## src/rtl/key_pkg.sv

```systemverilog
// key_pkg: shared FSM state type and counter sizing helper for key_pulse_array
package key_pkg;

   typedef enum logic [1:0] {K_IDLE, K_HELD, K_REPEAT} key_state_t;

   function automatic int cnt_w(input int x);
      return (x < 1) ? 1 : $clog2(x + 1);
   endfunction

endpackage

```

## src/rtl/key_channel.sv

```systemverilog
// key_channel: synchronise, normalise, debounce and pulse-encode one push-button
module key_channel
   import key_pkg::*;
#(
   parameter bit ACTIVE_LOW      = 1'b1,
   parameter int DEBOUNCE_CYCLES = 16,
   parameter int REPEAT_DELAY    = 64,
   parameter int REPEAT_RATE     = 16
) (
   input  logic clk,
   input  logic reset_n,
   input  logic key_raw_i,
   input  logic repeat_en_i,
   output logic press_o,
   output logic release_o,
   output logic held_o
);

   localparam int DW   = cnt_w(DEBOUNCE_CYCLES);
   localparam int RMAX = (REPEAT_DELAY > REPEAT_RATE) ? REPEAT_DELAY : REPEAT_RATE;
   localparam int RW   = cnt_w(RMAX);
   localparam logic [DW-1:0] DB_LAST = DW'(DEBOUNCE_CYCLES - 1);
   localparam logic [RW-1:0] RD_LAST = RW'(REPEAT_DELAY - 1);
   localparam logic [RW-1:0] RR_LAST = RW'(REPEAT_RATE - 1);

   logic [1:0]    sync_q;
   logic          level;
   logic          deb_q, deb_d;
   logic [DW-1:0] db_cnt_q, db_cnt_d;
   key_state_t    state_q, state_d;
   logic [RW-1:0] rep_cnt_q, rep_cnt_d;
   logic          press_q, press_d, release_q, release_d, held_q, held_d;

   // two-flop synchroniser, cleared to the released pin level
   always_ff @(posedge clk or negedge reset_n)
      if (!reset_n) sync_q <= {2{ACTIVE_LOW}};
      else sync_q <= {sync_q[0], key_raw_i};

   assign level = sync_q[1] ^ ACTIVE_LOW;

   // debounced level flips on the DEBOUNCE_CYCLES-th consecutive disagreeing sample
   always_comb begin
      deb_d    = deb_q;
      db_cnt_d = '0;
      if (level != deb_q) begin
         if (db_cnt_q >= DB_LAST) deb_d = level;
         else db_cnt_d = db_cnt_q + 1'b1;
      end
   end

   // press/release/repeat decisions on the debounced level; release wins over a due repeat
   always_comb begin
      state_d   = state_q;
      rep_cnt_d = '0;
      press_d   = 1'b0;
      release_d = 1'b0;
      held_d    = deb_q;
      case (state_q)
         K_IDLE: begin
            state_d = deb_q ? K_HELD : K_IDLE;
            press_d = deb_q;
         end
         K_HELD, K_REPEAT: begin
            if (!deb_q) begin
               state_d   = K_IDLE;
               release_d = 1'b1;
            end else if (!repeat_en_i) begin
               state_d = K_HELD;
            end else if (rep_cnt_q >= ((state_q == K_REPEAT) ? RR_LAST : RD_LAST)) begin
               state_d = K_REPEAT;
               press_d = 1'b1;
            end else begin
               rep_cnt_d = rep_cnt_q + 1'b1;
            end
         end
         default: state_d = K_IDLE;
      endcase
   end

   // state, counters and registered outputs
   always_ff @(posedge clk or negedge reset_n)
      if (!reset_n) begin
         deb_q     <= 1'b0;
         db_cnt_q  <= '0;
         state_q   <= K_IDLE;
         rep_cnt_q <= '0;
         press_q   <= 1'b0;
         release_q <= 1'b0;
         held_q    <= 1'b0;
      end else begin
         deb_q     <= deb_d;
         db_cnt_q  <= db_cnt_d;
         state_q   <= state_d;
         rep_cnt_q <= rep_cnt_d;
         press_q   <= press_d;
         release_q <= release_d;
         held_q    <= held_d;
      end

   assign press_o   = press_q;
   assign release_o = release_q;
   assign held_o    = held_q;

endmodule

```

## src/rtl/key_pulse_array.sv

```systemverilog
// key_pulse_array: N independent debounced push-button channels with press/release/repeat pulses
module key_pulse_array
   import key_pkg::*;
#(
   parameter int N_KEYS          = 4,
   parameter bit ACTIVE_LOW      = 1'b1,
   parameter int DEBOUNCE_CYCLES = 16,
   parameter int REPEAT_DELAY    = 64,
   parameter int REPEAT_RATE     = 16
) (
   input  logic              clk,
   input  logic              reset_n,
   input  logic [N_KEYS-1:0] keys_raw,
   input  logic [N_KEYS-1:0] repeat_en,
   output logic [N_KEYS-1:0] press_pulse,
   output logic [N_KEYS-1:0] release_pulse,
   output logic [N_KEYS-1:0] held
);

   if (N_KEYS < 1 || DEBOUNCE_CYCLES < 1 || REPEAT_DELAY < 1 || REPEAT_RATE < 1) begin : g_bad_params
      $fatal(1, "key_pulse_array: N_KEYS and all timing parameters must be >= 1");
   end

   for (genvar i = 0; i < N_KEYS; i++) begin : g_ch
      key_channel #(
         .ACTIVE_LOW      (ACTIVE_LOW),
         .DEBOUNCE_CYCLES (DEBOUNCE_CYCLES),
         .REPEAT_DELAY    (REPEAT_DELAY),
         .REPEAT_RATE     (REPEAT_RATE)
      ) u_ch (
         .clk         (clk),
         .reset_n     (reset_n),
         .key_raw_i   (keys_raw[i]),
         .repeat_en_i (repeat_en[i]),
         .press_o     (press_pulse[i]),
         .release_o   (release_pulse[i]),
         .held_o      (held[i])
      );
   end

endmodule

```

## config.mk

```make
export PLATFORM = sky130hd
export DESIGN_NAME = key_pulse_array
export DESIGN_NICKNAME = d
export VERILOG_FILES = /design/src/rtl/key_pkg.sv /design/src/rtl/key_channel.sv /design/src/rtl/key_pulse_array.sv
export SDC_FILE = /design/constraint.sdc
export NUM_CORES = 1
export LEC_CHECK = 0
export BUFFER_PORTS_ARGS = -buffer_cell sky130_fd_sc_hd__buf_2
export CAP_MARGIN = 20
export CORE_ASPECT_RATIO = 2
export CORE_MARGIN = 4
export CORE_UTILIZATION = 60
export DETAILED_ROUTE_END_ITERATION = 8
export GPL_TIMING_DRIVEN = 0
export PLACE_DENSITY_LB_ADDON = 0.15
export SLEW_MARGIN = 20
export SYNTH_ARGS = -nofsm -noshare
export SYNTH_HDL_FRONTEND = slang
export SYNTH_HIERARCHICAL = 1
export SYNTH_SLANG_ARGS = --single-unit
```

## constraint.sdc

```tcl
create_clock -name clk -period 3.4 [get_ports clk]
set_input_delay 0.68 -clock clk [delete_from_list [all_inputs] [get_ports clk]]
set_output_delay 0.68 -clock clk [all_outputs]
set_load 0.01 [all_outputs]
```

==> impl_metrics.tcl, run 1 <==
set metrics [dict create \
    worstReg2RegStart "g_ch[3].u_ch/state_q[0]" \
    synth.most_common_cell "dfrtp_1" \
    first_global_vias 2519 \
    worst_pin_slew_ps 529 \
    coreArea_sq_um 6010 \
    num_antenna_cells 0 \
    setup_viol 0 \
    synth_cell_type_count 35 \
    max-vdd-ir-drop_v 0.000370 \
    finalSetupTns_ps 0 \
    seq_power_share_pct 47.0 \
    grt-ovfl-total 0 \
    start_kind "flip-flop" \
    synth_edf_count 0 \
    powerDensity_nw_per_um2 492 \
    synth_area_per_cell_sq_um 11.5 \
    arrival_ps 2300 \
    fillers 451 \
    antenna_left 0 \
    grt_first_pass_wirelength_mm 11.1 \
    clock_path_buffers 2 \
    yosysTopAreaCell "dfrtp_1" \
    synth.area.top_cells "dfrtp_1 (48%), ha_1 (9.4%), dfstp_2 (5.6%)" \
    fin_crit_sh_pct 61.4 \
    synth_cells 325 \
    max_slew_margin_pct 64.5 \
    slew_violations 0 \
    endpoint "g_ch[3].u_ch/state_q[0]" \
    ctsResizeCount 0 \
    grt_start_max_net_pins 55 \
    p_int_w 0.00168 \
    dp_hpwl_mm 4.28 \
    ys_warn_count 6 \
    power_switching_share_pct 20.2 \
    cts_tree "done" \
    synth_top_flop_cell "dfrtp_1" \
    rsz0062_at_grt "no" \
    dr_total_vias 2423 \
    fp-row-count 40 \
    synthTopCellsByCount "dfrtp_1 (72), nor2_1 (49), ha_1 (28)" \
    ctsHoldBuffers 0 \
    ctsHtreeMaxLevel 3 \
    wire_per_inst_um 14.7 \
    critical_path_class "flip-flop to flip-flop" \
    die-area_sq_um 7610 \
    drt_iter0_markers 80 \
    period_needed_ps 2090 \
    final_cell_area_sq_um 4270 \
    firstDrtPassIters 5 \
    hold_viol_final 0 \
    ff2ff_path_depth 7 \
    end_kind "flip-flop" \
    io_buffer_count 21 \
    crit_path_max_fanout 8 \
    min_path_type "input port to asynchronous set/reset pin" \
    vias_per_cell 5.69 \
    ys_seq_area_share_pct 54.0 \
    syn2layout_area_growth_pct 14.6 \
    wl_mm 6.26 \
    start_util_pct 62.0 \
    die_w_um 63.7 \
    clock_latency_ps 340 \
    root_buffer "clkbuf_16" \
    ys_seq_elements 80 \
    grtUsageTotal_pct 18.8 \
    drc 0 \
    worstReg2RegEnd "g_ch[3].u_ch/state_q[0]" \
    leakage_nw 2.17 \
    post-cts-setup-buffers 0 \
    gp_congestion 0.762 \
    antenna_found_initial 0 \
    die_height_um 119 \
    synth_top_area_share_pct 48.4 \
    cts.clk_slew.worst_paths_ps 60 \
    synth.net_count 363 \
    critPathRequiredTime_ps 3610 \
    layout-drive-gt1-share_pct 18.7 \
    switchingPower_w 0.000424 \
    io_pins 22 \
    maxCapViolCount 0 \
    finalClockSkew_ps 7.57 \
    placed_cell_area_sq_um 3940 \
    synth_area_sq_um 3720 \
    layout.nets 396 \
    report.power.total_w 0.00210 \
    status "finished clean" \
    combPwrFrac_pct 2.8 \
    clock_power_share_pct 50.2 \
    cts_buffers 9 \
    cp-startpoint "g_ch[3].u_ch/state_q[0]" \
    clock-sinks 80 \
    clock.fmax_mhz 479 \
    synthArstFlopShare_pct 100 \
    reg2reg_setup_slack_ps 1310 \
]
==> through the flow <==
stage	hold slack (ps)	utilization [%]	instances	worst slack, ps
2_1_floorplan	345	-	325	1500
3_3_place_gp	346	65.1	409	1110
3_5_place_dp	347	65.6	410	1340
4_1_cts	255	71.1	426	1310
5_1_grt	271	71.1	426	1190
6_report	248	71.1	426	1310
==> worst min path at each step <==
stage / to
after floorplan: g_ch[0].u_ch/sync_q[1]
after global placement: g_ch[0].u_ch/sync_q[1]
after detailed placement: g_ch[0].u_ch/sync_q[1]
after CTS: g_ch[0].u_ch/held_o
after global routing: g_ch[0].u_ch/held_o
final: g_ch[0].u_ch/held_o
==> state kept, by name, summed over array words and instances, names as in the netlist <==
register             cells
g_ch.u_ch/held_o         4
g_ch.u_ch/db_cnt_q      20
g_ch.u_ch/rep_cnt_q     28
g_ch.u_ch/press_o        4
g_ch.u_ch/sync_q         8
g_ch.u_ch/release_o      4
g_ch.u_ch/state_q        8
g_ch.u_ch/deb_q          4
==> logic make-up (layout without fill, tap and decap cells) <==
kind of cell               Yosys count  after routing  share of synthesized area (%)
and+or+nand+nor                    124            124                           18.0
DFF                                 80             80                           54.0
AOI/OAI and AO/OA                   35             35                           7.36
adders and majority gates           28             28                           9.41
xor gates and xnor gates            28             28                           6.58
buffers and inverters               25             63                           2.72
muxes                                5              5                           1.88
==> power groups by stage <==
stage | combinational [W] | clock, W | sequential, W
4_1_cts | 0.0000613 | 0.00107 | 0.000988
6_report | 0.0000594 | 0.00105 | 0.000988
3_3_place_gp | 0.0000546 | 0 | 0.00100
3_5_place_dp | 0.0000606 | 0 | 0.00100
5_1_grt | 0.0000700 | 0.00112 | 0.000990
2_1_floorplan | 0.0000257 | 0 | 0.00100
==> cells in the final DEF (no fill, tap or decap), types with 2 or more instances in the layout <==
master,n
a211o_2,3
a21o_1,6
a21oi_1,9
a21oi_2,3
a31oi_1,6
and3_1,10
and3b_1,3
buf_2,20
bufinv_16,2
clkbuf_16,9
clkbuf_8,2
clkinv_2,2
dfrtp_1,72
dfstp_2,8
ha_1,28
inv_1,24
mux2_4,4
nand2_1,9
nand3_1,21
nand3b_1,5
nand3b_4,3
nand4_1,3
nor2_1,49
nor2b_1,4
nor3b_1,7
nor4_1,3
o2111ai_2,3
o31ai_1,2
or2_2,3
xnor2_1,9
xor2_1,19
==> routing by layer <==
| metal | wire length (um) | part of all wire (%) | global-route usage [%] |
|---|---|---|---|
| met1 | 2500 | 40 | 20.6 |
| met2 | 3470 | 55 | 33.1 |
| met3 | 157 | 2.5 | 4.81 |
| met4 | 137 | 2.2 | 9.07 |
| met5 | 0 | 0 | 0 |
==> critical path, cell delays in order (launching register included) <==
cell	delay, ps
dfrtp_1	390
inv_1	120
ha_1	200
or3b_1	380
a211oi_2	280
or3_1	170
buf_6	130
mux2_4	290
==> final cells by class <==
cell class / instances / area, sq um / area share (%)
timing repair buffer: 22 / 135 / 3.16
sequential: 80 / 2010 / 47.1
buffer: 1 / 11.3 / 0.264
inverter: 24 / 90.1 / 2.11
multi-input combinational: 220 / 1610 / 37.7
clock buffer: 11 / 253 / 5.92
tap: 63 / 78.8 / 1.85
clock inverter: 5 / 78.8 / 1.85
Power figures use the tool's default switching activity.
==> inputs of run 2 (changes only) <==
==> constraint.sdc (replaced) <==
create_clock -name clk -period 2 [get_ports clk]
set_input_delay 0.4 -clock clk [delete_from_list [all_inputs] [get_ports clk]]
set_output_delay 0.4 -clock clk [all_outputs]
set_load 0.01 [all_outputs]
==> impl_metrics.tcl, run 2 (synthesis results as in run 1) <==
set metrics [dict create \
    regMostFlops "g_ch.u_ch/rep_cnt_q" \
    die_height_um 119 \
    drt_iter0_markers 96 \
    fillers 446 \
    leakage_nw 2.19 \
    clock_path_buffers 2 \
    report.power.total_w 0.00358 \
    syn2layout_area_growth_pct 15.9 \
    cts_tree "done" \
    slew_violations 0 \
    start_util_pct 62.0 \
    die_w_um 63.7 \
    grt-ovfl-total 0 \
    dp.cells 410 \
    arrival_ps 2140 \
    powerDensity_nw_per_um2 828 \
    clock_latency_ps 330 \
    root_buffer "clkbuf_16" \
    period_needed_ps 1930 \
    grt_first_pass_wirelength_mm 11.1 \
    final_cell_mix "dfrtp_1 (72), nor2_1 (49), ha_1 (27)" \
    die-area_sq_um 7610 \
    first_global_vias 2526 \
    top_regs "g_ch.u_ch/rep_cnt_q (28), g_ch.u_ch/db_cnt_q (20)" \
    final_common_cell "dfrtp_1" \
    coreArea_sq_um 6010 \
    place_ws_ps -55.8 \
    final-instance-count-excl-fill 430 \
    layout.nets 400 \
    cts.clk_slew.worst_paths_ps 50 \
    hold_viol_final 0 \
    start_kind "flip-flop" \
    maxCapViolCount 0 \
    io_pins 22 \
    critPathRequiredTime_ps 2210 \
    io_buffer_count 21 \
    min_path_type "input port to flip-flop" \
    antenna_left 0 \
    firstDrtPassIters 4 \
    grt_start_max_net_pins 55 \
    max_slew_margin_pct 64.1 \
    critical_path_class "flip-flop to flip-flop" \
    layout_setup_ws_ps 68.7 \
    worst_pin_slew_ps 536 \
    drc 0 \
    gp_congestion 0.762 \
    largest_reg_flops 28 \
    wire_per_inst_um 14.8 \
    end_kind "flip-flop" \
    wl_mm 6.35 \
    hold_slack_ps 164 \
    finalSetupTns_ps 0 \
    finalClockSkew_ps 7.69 \
    clock-sinks 80 \
    crit_path_max_fanout 3 \
    setup_viol 0 \
    max-vdd-ir-drop_v 0.000629 \
    num_antenna_cells 0 \
    vias_per_cell 5.67 \
    ctsHtreeMaxLevel 3 \
    status "finished clean" \
    cts_buffers 9 \
    fin_crit_sh_pct 96.6 \
    clock.fmax_mhz 518 \
    dr_total_vias 2439 \
    antenna_found_initial 0 \
    fp-row-count 40 \
    dp_hpwl_mm 4.28 \
    layout-drive-gt1-share_pct 19.9 \
    grtUsageTotal_pct 18.9 \
]
run 2: cell count changes in the layout (fill, tap and decap cells not counted):
cell           delta
inv_1             -1
dlygate4sd3_1     +1
inv_2             +1
buf_4             +3
ha_1              -1
ha_4              +1
run 2: critical path: stages, from the launching register on:
cell	delay, ps
dfrtp_1	390
inv_2	110
ha_4	150
or3b_1	370
a211oi_2	250
or3_1	160
buf_6	100
mux2_4	280
run 2: layer usage:
layer	global-route usage, %	wire, um	vias to the layer above
li1	-	-	1184
met1	20.6	2500	1210
met2	33.5	3560	33
met3	4.81	172	12
met4	9.07	125	0
met5	0	0	-
run 2: worst paths after layout:
check                                     endpoint                    start  depth (start not counted)  slack, ps
setup / recovery           g_ch[3].u_ch/state_q[0]  g_ch[3].u_ch/state_q[0]                          7         70
setup reg to reg           g_ch[3].u_ch/state_q[0]  g_ch[3].u_ch/state_q[0]                          7         70
hold reg to reg             g_ch[0].u_ch/sync_q[1]   g_ch[0].u_ch/sync_q[0]                          0        350
hold / removal              g_ch[0].u_ch/sync_q[0]              keys_raw[0]                          1        160
max in group asynchronous   g_ch[3].u_ch/sync_q[1]                  reset_n                          3        830
min in group asynchronous      g_ch[0].u_ch/held_o                  reset_n                          2        530
run 2: layout make-up:
type                    count  area [sq um]  share of cell area (%)
clock inverters             5          78.8                    1.83
repair buffers             26           168                    3.89
well taps                  63          78.8                    1.83
flip-flops and latches     80          2010                    46.6
plain buffers               1          11.3                   0.261
inverters                  24          90.1                    2.09
clock buffers              11           253                    5.86
multi-input cells         220          1620                    37.6
run 2: timing repair:
item | in CTS | in global routing
gates resized for setup | 2 | 1
setup buffers | 1 | 2
hold buffers | 1 | 0
setup endpoints to repair | 1 | 1
pin swaps | 2 | 2
endpoints found under the hold margin | 20 | 0
run 2: per-stage QoR:
step / cell area [sq um] / util (%)
3_3_place_gp: 3910 / 65.1
3_5_place_dp: 3940 / 65.6
4_1_cts: 4290 / 71.4
2_1_floorplan: 3720 / -
5_1_grt: 4320 / 71.9
6_report: 4320 / 71.9
run 2: where the power goes:
part           leakage [nW]  switching [W]  total, W  internal (W)
Sequential             1.08      0.0000237   0.00168       0.00166
Clock                 0.165       0.000634   0.00179       0.00116
Combinational         0.947      0.0000618  0.000103     0.0000411
Total                  2.19       0.000720   0.00358       0.00286
==> inputs of run 3 (changes only) <==
--- a/config.mk
+++ b/config.mk
@@ -10,9 +10,11 @@
 export CORE_ASPECT_RATIO = 2
 export CORE_MARGIN = 4
 export CORE_UTILIZATION = 60
+export CTS_CLUSTER_DIAMETER = 50
 export DETAILED_ROUTE_END_ITERATION = 8
 export GPL_TIMING_DRIVEN = 0
-export PLACE_DENSITY_LB_ADDON = 0.15
+export PLACE_DENSITY = 0.9
+export RECOVER_POWER = 100
 export SLEW_MARGIN = 20
 export SYNTH_ARGS = -nofsm -noshare
 export SYNTH_HDL_FRONTEND = slang
==> impl_metrics.tcl, run 3 (synthesis results as in run 1) <==
set metrics [dict create \
    die_w_um 63.7 \
    path_buf_inv 2 \
    wire_per_inst_um 14.3 \
    crit_path_max_fanout 8 \
    grtUsageTotal_pct 18.6 \
    path_delay_family "simple AND/OR/NAND/NOR gates" \
    cp.depth 7 \
    cp-startpoint "g_ch[3].u_ch/state_q[0]" \
    io_buffer_count 21 \
    vias_per_cell 5.67 \
    cts_buffers 9 \
    ff2ff_path_depth 7 \
    endpoint "g_ch[3].u_ch/state_q[0]" \
    dp_hpwl_mm 4.14 \
    cp_slowest_cell "dfrtp_1" \
    worstReg2RegStart "g_ch[3].u_ch/state_q[0]" \
    setup_viol 0 \
    dr_total_vias 2431 \
    status "finished clean" \
    hold_viol_final 0 \
    num_antenna_cells 0 \
    grt_first_pass_wirelength_mm 11.0 \
    syn2layout_area_growth_pct 13.6 \
    regMostFlops "g_ch.u_ch/rep_cnt_q" \
    layout.nets 399 \
    grt-ovfl-total 0 \
    largest_reg_flops 28 \
    top_regs "g_ch.u_ch/rep_cnt_q (28), g_ch.u_ch/db_cnt_q (20)" \
    reg2reg_setup_slack_ps 60 \
    period_needed_ps 1940 \
    root_buffer "clkbuf_16" \
    arrival_ps 2160 \
    crit_path_max_incr_delay_ps 410 \
    fin_crit_sh_pct 97.0 \
    slew_violations 0 \
    firstDrtPassIters 4 \
    cts_tree "done" \
    multi_input_comb_area_sq_um 1610 \
    clock-sinks 80 \
    min_path_type "input port to flip-flop" \
    end_kind "flip-flop" \
    critical_path_class "flip-flop to flip-flop" \
    max_slew_margin_pct 21.4 \
    max-vdd-ir-drop_v 0.000764 \
    critPathRequiredTime_ps 2220 \
    antenna_left 0 \
    first_global_vias 2570 \
    clock_path_buffers 2 \
    finalSetupTns_ps 0 \
    ctsHtreeMaxLevel 3 \
    worst_pin_slew_ps 1180 \
    maxCapViolCount 0 \
    dp.cells 410 \
    wl_mm 6.14 \
    gp_congestion 0.785 \
    drc 0 \
    worstReg2RegEnd "g_ch[3].u_ch/state_q[0]" \
    hold_slack_ps 162 \
    grt_start_max_net_pins 62 \
    place_ws_ps -20.2 \
    fp-row-count 40 \
    die-area_sq_um 7610 \
    leakage_nw 2.11 \
    drt_iter0_markers 86 \
    antenna_found_initial 0 \
    clock_latency_ps 330 \
    powerDensity_nw_per_um2 783 \
    start_util_pct 62.0 \
    cts.clk_slew.worst_paths_ps 60 \
    layout_setup_ws_ps 59.8 \
    io_pins 22 \
    final_common_cell "dfrtp_1" \
    final-instance-count-excl-fill 429 \
    coreArea_sq_um 6010 \
    fillers 418 \
    die_height_um 119 \
    register_area_sq_um 2010 \
    final_cell_mix "dfrtp_1 (72), nor2_1 (49), ha_1 (27)" \
    finalClockSkew_ps 5.14 \
    layout-drive-gt1-share_pct 15.8 \
    start_kind "flip-flop" \
    cp_cell_sequence "inv_2, ha_2, or3b_1, a211oi_2, or3_1, buf_6, mux2_4" \
    clock.fmax_mhz 515 \
]
## run 3: cell types whose count changed in the layout (fill, tap and decap cells not counted)
| cell | before | now |
|---|---|---|
| buf_2 | 20 | 8 |
| clkbuf_8 | 2 | 3 |
| ha_2 | 0 | 1 |
| bufinv_16 | 2 | 0 |
| clkinv_4 | 1 | 0 |
| ha_4 | 1 | 0 |
| buf_4 | 4 | 2 |
| clkinv_2 | 2 | 3 |
| clkbuf_1 | 0 | 14 |
## run 3: area by class of cell
class                   count  share of cell area, %
clock inverters             3                  0.355
repair buffers             25                   3.34
multi-input cells         220                   38.1
clock buffers              13                   6.38
plain buffers               1                  0.266
flip-flops and latches     80                   47.5
inverters                  24                   2.13
well taps                  63                   1.86
## run 3: power by group
group | switching, W | internal (W)
clock network | 0.000598 | 0.000935
logic | 0.0000616 | 0.0000402
registers | 0.0000233 | 0.00166
total | 0.000683 | 0.00263
## run 3: what timing repair did
item / 4_1_cts / 5_1_grt
buffers inserted: 1 / 1
pin swaps: 1 / 0
resized for setup: 0 / 2
endpoints found under the setup margin: 1 / 1
hold endpoints to repair: 17 / 0
hold buffers: 1 / 0
## run 3: metal layers
layer  GRT usage (%)  part of all wire [%]  up-vias
met2            33.1                    56       25
li1                -                     -     1178
met5               0                     0        -
met4            11.0                   2.2        0
met1            19.4                    39     1218
met3            4.25                   2.7       10
## run 3: metrics by stage
step	utilization (%)	instance area [sq um]	total power, W
global placement	65.1	3910	0.00180
detailed placement	65.6	3940	0.00181
global route	70.5	4230	0.00345
finish	70.5	4230	0.00331
floorplan	-	3720	0.00175
CTS	70.6	4240	0.00336
## run 3: how the worst min path moves through the flow
stage | startpoint | to | depth (start not counted)
finish | keys_raw[3] | g_ch[3].u_ch/sync_q[0] | 1
global route | keys_raw[1] | g_ch[1].u_ch/sync_q[0] | 1
CTS | keys_raw[3] | g_ch[3].u_ch/sync_q[0] | 1
detailed placement | reset_n | g_ch[3].u_ch/rep_cnt_q[2] | 1
global placement | g_ch[3].u_ch/sync_q[0] | g_ch[3].u_ch/sync_q[1] | 0
floorplan | reset_n | g_ch[0].u_ch/db_cnt_q[0] | 0
